File: src/rtl/uart_rx_os.sv
// Oversampling UART receiver: 2-flop line synchronizer, 3-sample majority vote
// at mid-bit, 1..16 data bits, optional parity, 1 or 2 stop bits, break
// detection, and a valid/ready output register with overrun reporting.
module uart_rx_os #(
    parameter int OVERSAMPLE = 8,
    parameter int MAX_WIDTH  = 16
) (
    input  logic                 i_clock,
    input  logic                 i_reset,
    input  logic                 i_sample_en,
    input  logic [1:0]           i_parity,
    input  logic [3:0]           i_data_width,
    input  logic                 i_stop_bits,
    input  logic                 i_data,
    input  logic                 i_ready,
    output logic                 o_valid,
    output logic [MAX_WIDTH-1:0] o_data,
    output logic                 o_error_parity,
    output logic                 o_error_stop_bit,
    output logic                 o_break,
    output logic                 o_overrun,
    output logic                 o_busy
);

    localparam int TW = $clog2(OVERSAMPLE);
    localparam logic [TW-1:0] T_S0   = TW'(OVERSAMPLE / 2 - 1);
    localparam logic [TW-1:0] T_S1   = TW'(OVERSAMPLE / 2);
    localparam logic [TW-1:0] T_DEC  = TW'(OVERSAMPLE / 2 + 1);
    localparam logic [TW-1:0] T_LAST = TW'(OVERSAMPLE - 1);

    typedef enum logic [2:0] {
        S_IDLE, S_START, S_DATA, S_PARITY, S_STOP, S_WAIT
    } state_t;

    state_t                 state_q;
    logic [1:0]             sync_q;
    logic [TW-1:0]          t_q;
    logic                   s0_q, s1_q;
    logic [3:0]             bit_q;
    logic [3:0]             last_bit_q;
    logic                   par_en_q, par_odd_q, two_stop_q, stop2_q;
    logic                   acc_q, zero_q, perr_q, serr_q, brk_q;
    logic [MAX_WIDTH-1:0]   data_q;

    logic                   rx;
    logic                   maj;
    logic                   dec_tick;
    logic                   end_tick;
    logic                   commit_d;
    logic                   frame_brk_d;
    logic                   frame_serr_d;

    assign rx       = sync_q[1];
    assign maj      = (s0_q & s1_q) | (s0_q & rx) | (s1_q & rx);
    assign dec_tick = i_sample_en && (t_q == T_DEC);
    assign end_tick = i_sample_en && (t_q == T_LAST);

    // Frame completes on the decision tick of the last stop bit.
    assign commit_d     = dec_tick && (state_q == S_STOP) && (!two_stop_q || stop2_q);
    // Break is judged on the first stop bit; with two stop bits it was latched then.
    assign frame_brk_d  = stop2_q ? brk_q : (zero_q & ~maj);
    assign frame_serr_d = serr_q | ~maj | frame_brk_d;

    assign o_busy = (state_q != S_IDLE);

    // Synchronizer, bit-timing FSM and output register with handshake.
    always_ff @(posedge i_clock) begin
        if (i_reset) begin
            state_q          <= S_IDLE;
            sync_q           <= 2'b11;
            t_q              <= '0;
            s0_q             <= 1'b0;
            s1_q             <= 1'b0;
            bit_q            <= '0;
            last_bit_q       <= '0;
            par_en_q         <= 1'b0;
            par_odd_q        <= 1'b0;
            two_stop_q       <= 1'b0;
            stop2_q          <= 1'b0;
            acc_q            <= 1'b0;
            zero_q           <= 1'b0;
            perr_q           <= 1'b0;
            serr_q           <= 1'b0;
            brk_q            <= 1'b0;
            data_q           <= '0;
            o_valid          <= 1'b0;
            o_data           <= '0;
            o_error_parity   <= 1'b0;
            o_error_stop_bit <= 1'b0;
            o_break          <= 1'b0;
            o_overrun        <= 1'b0;
        end else begin
            sync_q <= {sync_q[0], i_data};

            // Handshake runs every clock; a commit in the same cycle wins.
            if (o_valid && i_ready) begin
                o_valid   <= 1'b0;
                o_overrun <= 1'b0;
            end
            if (commit_d) begin
                if (!o_valid || i_ready) begin
                    o_valid          <= 1'b1;
                    o_data           <= frame_brk_d ? '0 : data_q;
                    o_error_parity   <= perr_q;
                    o_error_stop_bit <= frame_serr_d;
                    o_break          <= frame_brk_d;
                end else begin
                    o_overrun <= 1'b1;
                end
            end

            if (i_sample_en) begin
                if (t_q == T_S0) s0_q <= rx;
                if (t_q == T_S1) s1_q <= rx;

                case (state_q)
                    S_IDLE: begin
                        t_q <= '0;
                        if (!rx) state_q <= S_START;
                    end
                    S_START: begin
                        t_q <= (t_q == T_LAST) ? '0 : t_q + TW'(1);
                        if (end_tick) begin
                            state_q <= S_DATA;
                            bit_q   <= '0;
                        end
                        if (dec_tick) begin
                            if (maj) begin
                                // Glitch: start bit did not hold low at mid-bit.
                                state_q <= S_IDLE;
                                t_q     <= '0;
                            end else begin
                                last_bit_q <= i_data_width - 4'd1;
                                par_en_q   <= i_parity[1];
                                par_odd_q  <= i_parity[0];
                                two_stop_q <= i_stop_bits;
                                data_q     <= '0;
                                acc_q      <= 1'b0;
                                zero_q     <= 1'b1;
                                perr_q     <= 1'b0;
                                serr_q     <= 1'b0;
                                brk_q      <= 1'b0;
                            end
                        end
                    end
                    S_DATA: begin
                        t_q <= (t_q == T_LAST) ? '0 : t_q + TW'(1);
                        if (dec_tick) begin
                            data_q[bit_q] <= maj;
                            acc_q         <= acc_q ^ maj;
                            zero_q        <= zero_q & ~maj;
                        end
                        if (end_tick) begin
                            if (bit_q == last_bit_q) begin
                                state_q <= par_en_q ? S_PARITY : S_STOP;
                                stop2_q <= 1'b0;
                            end else begin
                                bit_q <= bit_q + 4'd1;
                            end
                        end
                    end
                    S_PARITY: begin
                        t_q <= (t_q == T_LAST) ? '0 : t_q + TW'(1);
                        if (dec_tick) begin
                            perr_q <= acc_q ^ maj ^ par_odd_q;
                            zero_q <= zero_q & ~maj;
                        end
                        if (end_tick) begin
                            state_q <= S_STOP;
                            stop2_q <= 1'b0;
                        end
                    end
                    S_STOP: begin
                        t_q <= (t_q == T_LAST) ? '0 : t_q + TW'(1);
                        if (dec_tick) begin
                            serr_q <= serr_q | ~maj;
                            if (!stop2_q) brk_q <= zero_q & ~maj;
                        end
                        if (commit_d) begin
                            // Leave at once so a back-to-back start edge is not missed.
                            state_q <= frame_brk_d ? S_WAIT : S_IDLE;
                            t_q     <= '0;
                        end else if (end_tick) begin
                            stop2_q <= 1'b1;
                        end
                    end
                    S_WAIT: begin
                        t_q <= '0;
                        if (rx) state_q <= S_IDLE;
                    end
                    default: begin
                        state_q <= S_IDLE;
                        t_q     <= '0;
                    end
                endcase
            end
        end
    end

endmodule

File: config.mk
export PLATFORM = sky130hd
export DESIGN_NAME = uart_rx_os
export DESIGN_NICKNAME = d
export VERILOG_FILES = /design/src/rtl/uart_rx_os.sv
export SDC_FILE = /design/constraint.sdc
export NUM_CORES = 1
export LEC_CHECK = 0
export CAP_MARGIN = 20
export CORE_ASPECT_RATIO = 1.25
export CORE_UTILIZATION = 50
export DETAILED_ROUTE_END_ITERATION = 8
export GPL_ROUTABILITY_DRIVEN = 0
export HOLD_SLACK_MARGIN = 0.15
export MAX_ROUTING_LAYER = met4
export PLACE_DENSITY = 0.79
export SLEW_MARGIN = 10
export SYNTH_ARGS = -nofsm -noshare
export SYNTH_HDL_FRONTEND = slang
export SYNTH_SLANG_ARGS = --single-unit
File: constraint.sdc
create_clock -name i_clock -period 3.05 [get_ports i_clock]
set_clock_uncertainty 0.2 [all_clocks]
set_input_delay 0.4575 -clock i_clock [delete_from_list [all_inputs] [get_ports i_clock]]
set_output_delay 0.4575 -clock i_clock [all_outputs]
set_load 0.02 [all_outputs]
==> qor.csv <==
metric,value,unit
maxCapViolations,0,
synth_commonest_cells,"dfxtp_1, a21oi_1, nor2_1",
grt_overflow,0,
clockBufferDepth,2,
io_pins,34,
final_nets,388,
post-route-drc-count,3,
p_sw,412.5,uW
yosys.area.top_type,dfxtp_1,
initial_core_util,0.5153,
fin_crit_sh,0.8017,
die_y,88.28,um
synthCells,339,
r2r_slack,660,ps
max_slew_margin,0.5494,
synth_edf_count,0,
cp-end-kind,primary output,
hold_path_class,flop to flop,
totalWireLength,6191,um
grt_pass1_wl,10600,um
fin_crit,2445,ps
grt_use_total,0.2232,
holdBufCountCts,0,
rsz0062_at_grt,false,
slowest_delay,650,ps
synthMostInstantiatedCell,dfxtp_1,
async_reset_ff_frac,0,
grt_max_degree,51,
cts-root-buf,clkbuf_8,
violations,design-rule violations,
slew_viol_final,0,
clk_latency,350,ps
cp_data_arrival_time,1790,ps
clock_sinks,64,
grt_pass1_vias,2328,
path_max_fanout,15,
cts-buffers-inserted,9,
dp.cells,420,
placementRows,31,
setup_tns,0,ps
core,0.005779,sq mm
num_vias,2528,
ys_seq_area_frac,0.4303,
ys.flop_type,dfxtp_1,
yosysWarnings,0,
worstHoldStart,sync_q[0]$_SDFF_PP1_,
syn2layout_area_growth,18.82,%
fmax,409.0,MHz
critical_path_class,flop to primary output,
htree_levels,3,
numPortBuffers,33,
p_seq_frac,0.510,
synth_area_per_cell,8.784,sq um
drive_above_1_share,0.09164,
p_leak,1.272,nW
die_w,71.03,um
yosys_register_bits,64,
tightest_slew,668.9,ps
p_int,1.269,mW
critPathLaunchType,flop,
switching_share,0.2454,
drt_iter0_drc,180,
wl_per_cell,14.17,um
yosys-top-cells-area,"dfxtp_1, a21oi_1, a22o_1",
die_area,0.006270,sq mm
r2r_start,state_q[1]$_SDFFE_PP0P_,
post_cts_resized,0,
postRouteAntennaNets,0,
layoutNonFillerInstCount,437,
p_total,1.681,mW
combPwrFrac,0.073,
powerDensity,475.1,mW/mm^2
antenna_cells,0,
synthesis.area,0.002978,sq mm
cp_num_buf_inv,1,
cts_tree,built,
hold_violations,0,
grt_antenna_before_repair,0,
dp_hpwl,4220,um
crit_chain,or3_1 -> clkdlybuf4s50_1,
path_clk_slew,60,ps
status,"complete, but fails checks",
critPathRequiredTime,2390,ps
synth.distinct_cells,51,
cts_setup_buffers,0,
setup_viol,0,
power_frac_clock,0.417,
yosysTopAreaCellShare,0.4303,
first_pass_iters,7,
slowest_stage,dfxtp_1,
crit_path_start,state_q[1]$_SDFFE_PP0P_,
synth_nets,361,
ir_drop,0.0004617,V
viasPerCell,5.785,
crit_family,flip-flops,
## metrics by stage
step	setup WS, ps	util	hold WS, ps	area [sq um]
3_3_place_gp	416.0	0.5785	194.5	3343
3_5_place_dp	359.4	0.5785	198.0	3343
6_report	604.9	0.6123	213.4	3538
2_1_floorplan	858.4	-	189.5	2978
5_1_grt	488.8	0.6123	251.9	3538
4_1_cts	617.7	0.6110	217.7	3531
## flip-flops by register name, summed over array words and instances (netlist names), 2 cells and up
name / cells
o_data: 16
last_bit_q: 4
data_q: 16
bit_q: 4
state_q: 3
t_q: 3
sync_q: 2
## power by group through the flow
stage          logic, mW  registers, mW  clock network [mW]
2_1_floorplan     0.0869          0.866                   0
5_1_grt            0.136          0.857               0.758
6_report           0.123          0.857               0.701
4_1_cts            0.122          0.856               0.712
3_5_place_dp       0.120          0.875                   0
3_3_place_gp       0.119          0.875                   0
## cells by family after synthesis
family          after synthesis  share of synthesized area
flops                        64                     0.4303
simple gates                 98                     0.1824
xor+xnor                     10                    0.02941
fa+ha+maj                    11                    0.04580
buf+inv                      34                    0.04705
compound gates              115                     0.2416
mux                           7                    0.02353
## routing by layer
metal / vias up / routed length [um] / track usage
met1: 1195 / 2679 / 0.2425
li1: 1275 / - / -
met5: - / 0 / -
met4: 0 / 104 / 0.07091
met3: 11 / 212 / 0.07175
met2: 47 / 3195 / 0.3890
## worst register-to-register path: stages, from the launching register on
cell     delay (ps)
dfxtp_1         470
or3b_4          480
nor3_4          260
nand2_2         150
nor3_4          540
a22o_1          240
## cell usage in the layout (no fill, tap or decap), drive strengths merged, types with 8 or more instances in the layout
cell           netlist  routed
buf                  7       8
o21ai               20      20
ha                  10      10
nand2b              10      10
clkbuf              18      10
nor2                27      27
clkdlybuf4s50        0      33
dfxtp               64      64
a211oi               9       9
inv                  9       9
a22o                16      16
nand3               19      19
a21oi               48      48
nand2               10      10
## final cells by class
class                      count  area [sq um]
clock buffer                  10         127.6
clock inverter                 6         60.06
sequential                    64          1281
fill                         502          2241
timing repair buffer          41         390.4
tap                           66         82.58
multi-input combinational    241          1563
inverter                       9         33.78
## worst paths after layout
check,endpoint,cells past startpoint
worst max-delay path,o_busy,2
worst min-delay path,sync_q[1]$_SDFF_PP1_,1
worst max register to register,o_data[14]$_SDFFE_PP0P_,5
worst min register to register,sync_q[1]$_SDFF_PP1_,1
(Power assumes the default switching activity.)
